--- src/rtl/router_pkg.sv ---
// Shared constants, state encoding and credit helpers for the router dispatch controller.
package router_pkg;

    localparam logic [1:0] DIR_SELF  = 2'b01;
    localparam logic [1:0] DIR_RIGHT = 2'b00;
    localparam logic [1:0] DIR_LEFT  = 2'b10;
    localparam logic [1:0] DIR_BAD   = 2'b11;

    localparam int CRED_W = 4;

    typedef enum logic [1:0] {
        IDLE  = 2'b00,
        ISSUE = 2'b01,
        GAP   = 2'b10
    } state_t;

    // An illegal direction never needs a credit: it is accepted and discarded.
    function automatic logic has_credit(input logic [1:0]        dir,
                                        input logic [CRED_W-1:0] c_self,
                                        input logic [CRED_W-1:0] c_left,
                                        input logic [CRED_W-1:0] c_right);
        logic ok;
        case (dir)
            DIR_SELF:  ok = (c_self  != {CRED_W{1'b0}});
            DIR_LEFT:  ok = (c_left  != {CRED_W{1'b0}});
            DIR_RIGHT: ok = (c_right != {CRED_W{1'b0}});
            default:   ok = 1'b1;
        endcase
        return ok;
    endfunction

    function automatic logic [CRED_W-1:0] cred_step(input logic [CRED_W-1:0] cur,
                                                    input logic              dec,
                                                    input logic              inc,
                                                    input logic [CRED_W-1:0] max);
        logic [CRED_W-1:0] nxt;
        if (dec && !inc) begin
            nxt = cur - CRED_W'(1);
        end else if (inc && !dec && (cur != max)) begin
            nxt = cur + CRED_W'(1);
        end else begin
            nxt = cur;
        end
        return nxt;
    endfunction

endpackage

--- src/rtl/router_dispatch_ctrl_if.sv ---
// Requester handshake, credit returns and master_spi drive bundle of the dispatch controller.
interface router_dispatch_ctrl_if #(
    parameter int WIDTH = 32,
    parameter int NREQ  = 4
);
    logic [NREQ-1:0]       req_valid;
    logic [NREQ-1:0]       req_ready;
    logic [NREQ*WIDTH-1:0] req_instr;
    logic [NREQ*2-1:0]     req_dir;
    logic                  ret_self;
    logic                  ret_left;
    logic                  ret_right;
    logic                  new_instr;
    logic [1:0]            enable;
    logic [WIDTH-1:0]      out_instr;
    logic                  busy;
    logic                  drop_err;
    logic                  cred_err;

    modport master (
        output req_valid, req_instr, req_dir, ret_self, ret_left, ret_right,
        input  req_ready, new_instr, enable, out_instr, busy, drop_err, cred_err
    );

    modport slave (
        input  req_valid, req_instr, req_dir, ret_self, ret_left, ret_right,
        output req_ready, new_instr, enable, out_instr, busy, drop_err, cred_err
    );
endinterface

--- src/rtl/router_dispatch_ctrl_rr_arbiter.sv ---
// Combinational round-robin arbiter: first eligible requester at or after ptr, wrapping.
module rr_arbiter #(
    parameter int NREQ  = 4,
    parameter int PTR_W = (NREQ > 1) ? $clog2(NREQ) : 1
) (
    input  logic [NREQ-1:0]  eligible,
    input  logic [PTR_W-1:0] ptr,
    output logic [NREQ-1:0]  grant,
    output logic [PTR_W-1:0] grant_idx,
    output logic             grant_any
);
    logic found_s;

    // Pass 0 scans from ptr upward, pass 1 wraps to the indices below ptr.
    always_comb begin
        grant     = {NREQ{1'b0}};
        grant_idx = {PTR_W{1'b0}};
        found_s   = 1'b0;
        for (int pass = 0; pass < 2; pass++) begin
            for (int i = 0; i < NREQ; i++) begin
                if (!found_s && eligible[i] && ((pass == 0) == (i >= int'(ptr)))) begin
                    found_s   = 1'b1;
                    grant[i]  = 1'b1;
                    grant_idx = PTR_W'(i);
                end else begin
                    found_s = found_s;
                end
            end
        end
    end

    assign grant_any = found_s;

endmodule

--- src/rtl/router_dispatch_ctrl.sv ---
// Shares the master_spi instruction router between NREQ sources with per-direction credits.
// Optional DISPATCH_STATS_EN adds saturating per-direction ISSUE counters.
module router_dispatch_ctrl
    import router_pkg::*;
#(
    parameter int WIDTH   = 32,
    parameter int NREQ    = 4,
    parameter int CREDITS = 2
) (
    input  logic clk,
    input  logic reset,
    router_dispatch_ctrl_if.slave bus
`ifdef DISPATCH_STATS_EN
    ,
    output logic [15:0] stat_self,
    output logic [15:0] stat_left,
    output logic [15:0] stat_right
`endif
);
    localparam int PTR_W = (NREQ > 1) ? $clog2(NREQ) : 1;
    localparam logic [CRED_W-1:0] CRED_MAX = CRED_W'(CREDITS);

    state_t            state_r, state_s;
    logic [PTR_W-1:0]  ptr_r;
    logic [CRED_W-1:0] cred_self_r, cred_left_r, cred_right_r;
    logic [CRED_W-1:0] cred_self_s, cred_left_s, cred_right_s;
    logic [NREQ-1:0]   eligible_s, grant_s;
    logic [PTR_W-1:0]  grant_idx_s;
    logic              grant_any_s;
    logic [1:0]        sel_dir_s;
    logic [WIDTH-1:0]  sel_instr_s;
    logic              accept_s, legal_s;
    logic              dec_self_s, dec_left_s, dec_right_s, cred_err_s;
    logic              new_instr_r, busy_r, drop_err_r, cred_err_r;
    logic [1:0]        enable_r;
    logic [WIDTH-1:0]  out_instr_r;

    // Eligible requesters: only while IDLE, and only if the target direction has a credit.
    always_comb begin
        eligible_s = {NREQ{1'b0}};
        for (int i = 0; i < NREQ; i++) begin
            eligible_s[i] = bus.req_valid[i] && (state_r == IDLE) &&
                            has_credit(bus.req_dir[i*2 +: 2], cred_self_r, cred_left_r, cred_right_r);
        end
    end

    rr_arbiter #(.NREQ(NREQ), .PTR_W(PTR_W)) u_arb (
        .eligible  (eligible_s),
        .ptr       (ptr_r),
        .grant     (grant_s),
        .grant_idx (grant_idx_s),
        .grant_any (grant_any_s)
    );

    // One-hot grant lets the winner's fields be selected with an AND-OR mux.
    always_comb begin
        sel_dir_s   = 2'b00;
        sel_instr_s = {WIDTH{1'b0}};
        for (int i = 0; i < NREQ; i++) begin
            sel_dir_s   = sel_dir_s   | ({2{grant_s[i]}} & bus.req_dir[i*2 +: 2]);
            sel_instr_s = sel_instr_s | ({WIDTH{grant_s[i]}} & bus.req_instr[i*WIDTH +: WIDTH]);
        end
    end

    assign accept_s = grant_any_s;
    assign legal_s  = grant_any_s && (sel_dir_s != DIR_BAD);

    // Next-state logic: a legal transfer starts the ISSUE/GAP sequence.
    always_comb begin
        state_s = state_r;
        case (state_r)
            IDLE: begin
                if (legal_s) begin
                    state_s = ISSUE;
                end else begin
                    state_s = IDLE;
                end
            end
            ISSUE:   state_s = GAP;
            GAP:     state_s = IDLE;
            default: state_s = IDLE;
        endcase
    end

    // Credit bookkeeping; a return into a full counter is flagged instead of counted.
    always_comb begin
        dec_self_s   = legal_s && (sel_dir_s == DIR_SELF);
        dec_left_s   = legal_s && (sel_dir_s == DIR_LEFT);
        dec_right_s  = legal_s && (sel_dir_s == DIR_RIGHT);
        cred_self_s  = cred_step(cred_self_r,  dec_self_s,  bus.ret_self,  CRED_MAX);
        cred_left_s  = cred_step(cred_left_r,  dec_left_s,  bus.ret_left,  CRED_MAX);
        cred_right_s = cred_step(cred_right_r, dec_right_s, bus.ret_right, CRED_MAX);
        cred_err_s   = (bus.ret_self  && !dec_self_s  && (cred_self_r  == CRED_MAX)) ||
                       (bus.ret_left  && !dec_left_s  && (cred_left_r  == CRED_MAX)) ||
                       (bus.ret_right && !dec_right_s && (cred_right_r == CRED_MAX));
    end

    // State, pointer, credits and registered master_spi/status outputs.
    always_ff @(posedge clk) begin
        if (reset) begin
            state_r      <= IDLE;
            ptr_r        <= {PTR_W{1'b0}};
            cred_self_r  <= CRED_MAX;
            cred_left_r  <= CRED_MAX;
            cred_right_r <= CRED_MAX;
            new_instr_r  <= 1'b0;
            busy_r       <= 1'b0;
            enable_r     <= DIR_SELF;
            out_instr_r  <= {WIDTH{1'b0}};
            drop_err_r   <= 1'b0;
            cred_err_r   <= 1'b0;
        end else begin
            state_r      <= state_s;
            cred_self_r  <= cred_self_s;
            cred_left_r  <= cred_left_s;
            cred_right_r <= cred_right_s;
            if (accept_s) begin
                ptr_r <= (grant_idx_s == PTR_W'(NREQ - 1)) ? {PTR_W{1'b0}} : grant_idx_s + PTR_W'(1);
            end
            if (legal_s) begin
                enable_r    <= sel_dir_s;
                out_instr_r <= sel_instr_s;
            end
            new_instr_r <= (state_s == ISSUE);
            busy_r      <= (state_s != IDLE);
            drop_err_r  <= accept_s && !legal_s;
            cred_err_r  <= cred_err_s;
        end
    end

    assign bus.req_ready = grant_s;
    assign bus.new_instr = new_instr_r;
    assign bus.enable    = enable_r;
    assign bus.out_instr = out_instr_r;
    assign bus.busy      = busy_r;
    assign bus.drop_err  = drop_err_r;
    assign bus.cred_err  = cred_err_r;

`ifdef DISPATCH_STATS_EN
    logic [15:0] stat_self_r, stat_left_r, stat_right_r;

    // Saturating count of ISSUE cycles per dispatched direction.
    always_ff @(posedge clk) begin
        if (reset) begin
            stat_self_r  <= 16'h0000;
            stat_left_r  <= 16'h0000;
            stat_right_r <= 16'h0000;
        end else if (state_r == ISSUE) begin
            case (enable_r)
                DIR_SELF:  if (stat_self_r  != 16'hFFFF) stat_self_r  <= stat_self_r  + 16'h0001;
                DIR_LEFT:  if (stat_left_r  != 16'hFFFF) stat_left_r  <= stat_left_r  + 16'h0001;
                DIR_RIGHT: if (stat_right_r != 16'hFFFF) stat_right_r <= stat_right_r + 16'h0001;
                default:   stat_self_r <= stat_self_r;
            endcase
        end
    end

    assign stat_self  = stat_self_r;
    assign stat_left  = stat_left_r;
    assign stat_right = stat_right_r;
`endif

endmodule

--- src/flat_wrapper.sv ---
// flat-port wrapper written by rule: the top's interface ports become plain ports
module router_dispatch_ctrl_flat import router_pkg::*;
#(
    parameter int WIDTH   = 32,
    parameter int NREQ    = 4,
    parameter int CREDITS = 2
)
  (clk, reset, bus_req_valid, bus_req_instr, bus_req_dir, bus_ret_self, bus_ret_left, bus_ret_right, bus_req_ready, bus_new_instr, bus_enable, bus_out_instr, bus_busy, bus_drop_err, bus_cred_err);
  router_dispatch_ctrl_if #(.WIDTH(WIDTH), .NREQ(NREQ)) bus_i ();
  input  logic clk;
  input  logic reset;
  input wire logic [$bits(bus_i.req_valid)-1:0] bus_req_valid;
  input wire logic [$bits(bus_i.req_instr)-1:0] bus_req_instr;
  input wire logic [$bits(bus_i.req_dir)-1:0] bus_req_dir;
  input wire logic [$bits(bus_i.ret_self)-1:0] bus_ret_self;
  input wire logic [$bits(bus_i.ret_left)-1:0] bus_ret_left;
  input wire logic [$bits(bus_i.ret_right)-1:0] bus_ret_right;
  output wire logic [$bits(bus_i.req_ready)-1:0] bus_req_ready;
  output wire logic [$bits(bus_i.new_instr)-1:0] bus_new_instr;
  output wire logic [$bits(bus_i.enable)-1:0] bus_enable;
  output wire logic [$bits(bus_i.out_instr)-1:0] bus_out_instr;
  output wire logic [$bits(bus_i.busy)-1:0] bus_busy;
  output wire logic [$bits(bus_i.drop_err)-1:0] bus_drop_err;
  output wire logic [$bits(bus_i.cred_err)-1:0] bus_cred_err;
  assign bus_i.req_valid = bus_req_valid;
  assign bus_i.req_instr = bus_req_instr;
  assign bus_i.req_dir = bus_req_dir;
  assign bus_i.ret_self = bus_ret_self;
  assign bus_i.ret_left = bus_ret_left;
  assign bus_i.ret_right = bus_ret_right;
  assign bus_req_ready = bus_i.req_ready;
  assign bus_new_instr = bus_i.new_instr;
  assign bus_enable = bus_i.enable;
  assign bus_out_instr = bus_i.out_instr;
  assign bus_busy = bus_i.busy;
  assign bus_drop_err = bus_i.drop_err;
  assign bus_cred_err = bus_i.cred_err;
  router_dispatch_ctrl #(.WIDTH(WIDTH), .NREQ(NREQ), .CREDITS(CREDITS)) u_core (.clk(clk), .reset(reset), .bus(bus_i));
endmodule
--- config.mk ---
export PLATFORM = sky130hd
export DESIGN_NAME = router_dispatch_ctrl_flat
export DESIGN_NICKNAME = d
export VERILOG_FILES = /design/src/rtl/router_pkg.sv /design/src/rtl/router_dispatch_ctrl_if.sv /design/src/rtl/router_dispatch_ctrl_rr_arbiter.sv /design/src/rtl/router_dispatch_ctrl.sv /design/src/flat_wrapper.sv
export SDC_FILE = /design/constraint.sdc
export NUM_CORES = 1
export LEC_CHECK = 0
export BUFFER_PORTS_ARGS = -buffer_cell sky130_fd_sc_hd__buf_2
export CAP_MARGIN = 20
export CORE_MARGIN = 4
export CORE_UTILIZATION = 45
export CTS_CLUSTER_DIAMETER = 50
export DETAILED_ROUTE_END_ITERATION = 7
export PLACE_DENSITY = 0.92
export SLEW_MARGIN = 20
export SYNTH_ARGS = -nofsm -noshare
export SYNTH_HDL_FRONTEND = slang
export SYNTH_SLANG_ARGS = --single-unit
--- constraint.sdc ---
create_clock -name clk -period 5 [get_ports clk]
set_input_delay 0.75 -clock clk [delete_from_list [all_inputs] [get_ports clk]]
set_output_delay 0.75 -clock clk [all_outputs]
set_load 0.02 [all_outputs]
==> impl_metrics.sql <==
INSERT INTO impl_metrics (metric_group, metric, value, unit) VALUES
('drt', 'avgViaCountPerCell', '6.08', ''),
('yosys', 'postSynth.asyncResetShare', '0', ''),
('critical_path', 'critical_path.reg2reg.startpoint', 'u_core.cred_left_r[0]', ''),
('layout', 'fin_nets', '734', ''),
('layout', 'diodes', '0', ''),
('timing', 'slew_viol_final', '0', ''),
('layout', 'drive_above_1_share', '0.383', ''),
('min_path', 'holdPathEnd', 'u_core.bus.enable[0]', ''),
('layout', 'multiInputGateArea', '2170', 'um2'),
('floorplanning', 'die_height', '95.5', 'um'),
('yosys', 'synthFlopType', 'sky130_fd_sc_hd__dfxtp_1', ''),
('critical_path', 'crit-reg2reg-capture', 'u_core.cred_self_r[3]', ''),
('critical_path', 'worst-endpoint-required', '5.20', 'ns'),
('drt', 'drt-wirelength-per-cell', '17.4', 'um'),
('timing', 'setup_violations', '0', ''),
('critical_path', 'timing.critical_path.to_type', 'register', ''),
('global_routing', 'groute.usage.overall', '0.239', ''),
('layout', 'layout.cells.most_common_list', 'sky130_fd_sc_hd__buf_2, sky130_fd_sc_hd__dfxtp_1, sky130_fd_sc_hd__nor2_1', ''),
('yosys', 'syn_area_per_cell', '8.40', 'um2'),
('timing', 'max_clock_freq', '234', 'MHz'),
('yosys', 'post_synth_main_area_contributors', 'sky130_fd_sc_hd__dfxtp_1, sky130_fd_sc_hd__a222oi_1, sky130_fd_sc_hd__a311oi_1', ''),
('yosys', 'ys_seq_elements', '54', ''),
('critical_path', 'cp_data_arrival_time', '4.48', 'ns'),
('clock_tree', 'clk_transition_reported_paths', '0.09', 'ns'),
('clock_tree', 'post_cts_buffers', '0', ''),
('floorplanning', 'horizontal_die_dimension', '95.5', 'um'),
('critical_path', 'critPathMaxStageDelay', '0.71', 'ns'),
('layout', 'layout.filler_cells', '612', ''),
('clock_tree', 'insertion_delay', '0.31', 'ns'),
('clock_tree', 'post_cts_hold_fix_bufs', '0', ''),
('placed_design', 'post-place-cells', '672', ''),
('critical_path', 'worstPathMaxFanout', '10', ''),
('clock_tree', 'post_cts_resized', '0', ''),
('yosys', 'synth.cell_area', '3450', 'um2'),
('layout', 'final_util', '0.617', ''),
('critical_path', 'timing.critical_path.from_type', 'register', ''),
('critical_path', 'critical_path_depth', '14', ''),
('timing', 'finClkSkew', '0.00675', 'ns'),
('yosys', 'ys_warn_count', '0', ''),
('min_path', 'holdCritPathClass', 'reg -> reg', ''),
('power', 'static-leakage-power', '2.08', 'nW'),
('timing', 'post-route-period-util', '0.855', ''),
('floorplanning', 'rows', '31', ''),
('layout', 'sequential_cell_area', '1080', 'um2'),
('run_status', 'run_status', 'finished, final reports clean', ''),
('critical_path', 'r2r.worst_path.cells', '14', ''),
('floorplanning', 'initial_core_util', '0.470', ''),
('critical_path', 'timing.critical_path.buf_inv', '1', ''),
('timing', 'setup-tns-final', '0', 'ns'),
('timing', 'layout_min_cycle_time', '4.28', 'ns'),
('yosys', 'count_of_flip_flops_with_a_built_in_enable_after_synthesis', '0', ''),
('clock_tree', 'clock_tree_root_driver_cell', 'sky130_fd_sc_hd__clkbuf_8', ''),
('placed_design', 'dpl_cell_area', '4440', 'um2'),
('timing', 'hold_viol_final', '0', ''),
('placed_design', 'detailed_place_hpwl', '9030', 'um'),
('min_path', 'timing.hold.worst_path_depth', '2', ''),
('clock_tree', 'htree_num_levels', '2', ''),
('min_path', 'worst_hold_startpoint', 'u_core.bus.enable[0]', ''),
('timing', 'rsz0062_at_grt', 'no', ''),
('placed_design', 'routabilityCongestion', '0.986', ''),
('drt', 'final_antenna_net_count', '0', ''),
('global_routing', 'antenna_found_initial', '0', ''),
('critical_path', 'timing_worst_setup_path_type', 'reg -> reg', ''),
('drt', 'drt_iter0_drc', '421', ''),
('clock_tree', 'cts_tree', 'done', ''),
('global_routing', 'grt_overflow_total', '0', ''),
('critical_path', 'crit_path_top_delay_cell', 'sky130_fd_sc_hd__or4_1', ''),
('power', 'power.ir.vdd_worst', '0.231', 'mV'),
('yosys', 'synth_fp_nets', '564', ''),
('layout', 'mostFrequentLayoutCell', 'sky130_fd_sc_hd__buf_2', ''),
('yosys', 'synthDistinctLibCells', '68', '');
-- worst max-delay path by stage --
stage / start / slack [ns] / end
after floorplan: bus_req_valid[2] / 0.75 / u_core.cred_right_r[1]
after global placement: bus_req_valid[2] / 0.72 / u_core.cred_right_r[1]
after detailed placement: bus_req_dir[1] / 0.51 / u_core.cred_right_r[1]
after CTS: u_core.state_r[0] / 0.74 / u_core.cred_right_r[1]
after global routing: u_core.cred_right_r[1] / 0.33 / u_core.cred_self_r[3]
final: u_core.cred_left_r[0] / 0.72 / u_core.cred_self_r[3]
-- stage by stage --
step                      hold WS (ns)  worst slack, ns
after floorplan                  0.446            0.753
after global placement           0.461            0.720
after detailed placement         0.472            0.508
after CTS                        0.487            0.739
after global routing             0.515            0.334
final                            0.485            0.725
-- kinds of logic (layout without fill, tap and decap cells) --
| group | after synthesis | count (layout) | synth area share |
|---|---|---|---|
| buffers and inverters | 50 | 220 | 0.0599 |
| muxes | 9 | 9 | 0.0280 |
| AOI/OAI and AO/OA | 121 | 121 | 0.302 |
| xor gates and xnor gates | 4 | 4 | 0.0102 |
| and+or+nand+nor | 163 | 163 | 0.247 |
| DFF | 54 | 54 | 0.314 |
| adders and majority gates | 9 | 9 | 0.0392 |
-- synth_stat cells (5+ instances only) --
cell type,n
sky130_fd_sc_hd__dfxtp_1,54
sky130_fd_sc_hd__nor2_1,47
sky130_fd_sc_hd__nand2_1,45
sky130_fd_sc_hd__a311oi_1,33
sky130_fd_sc_hd__a222oi_1,32
sky130_fd_sc_hd__clkbuf_1,22
sky130_fd_sc_hd__inv_1,16
sky130_fd_sc_hd__nor3_1,12
sky130_fd_sc_hd__a21oi_1,11
sky130_fd_sc_hd__buf_2,9
sky130_fd_sc_hd__nor4_1,9
sky130_fd_sc_hd__nand2b_1,7
sky130_fd_sc_hd__o21ai_0,7
sky130_fd_sc_hd__and2_1,6
sky130_fd_sc_hd__ha_1,6
sky130_fd_sc_hd__nor3b_1,6
sky130_fd_sc_hd__nor2b_1,5
-- flip-flops by register name (all words and copies together), names as in the netlist, 2 cells and up --
signal,cells
u_core.state_r,2
u_core.cred_self_r,4
u_core.cred_right_r,4
u_core.bus.enable,2
u_core.bus.out_instr,32
u_core.ptr_r,2
u_core.cred_left_r,4
-- layout make-up --
class / instances / share of cell area
flip-flops and latches: 54 / 0.239
well taps: 99 / 0.0274
multi-input cells: 306 / 0.480
clock inverters: 1 / 0.00166
clock buffers: 6 / 0.0160
repair buffers: 196 / 0.222
inverters: 17 / 0.0141
-- per-layer routing --
layer | vias up | track usage | part of all wire
met1 | 1909 | 0.296 | 0.38
li1 | 1941 | - | -
met4 | 0 | 0.0983 | 0.027
met5 | - | 0 | 0
met3 | 35 | 0.0481 | 0.096
met2 | 245 | 0.403 | 0.50
-- worst register-to-register path: cells and delay by family (launching register included) --
| family | cells | cell delay, ns |
|---|---|---|
| fa+ha+maj | 1 | 0.32 |
| compound gates | 6 | 1.75 |
| mux | 1 | 0.33 |
| buf+inv | 1 | 0.17 |
| flops | 1 | 0.37 |
| simple gates | 5 | 1.22 |
-- report_power, final --
group	internal (W)	leakage, nW	switching (W)
Combinational	0.000676	1.60	0.00103
Sequential	0.000594	0.447	0.000114
Clock	0.0000965	0.0373	0.000142
Total	0.00137	2.08	0.00129
Power figures use the tool's default switching activity.
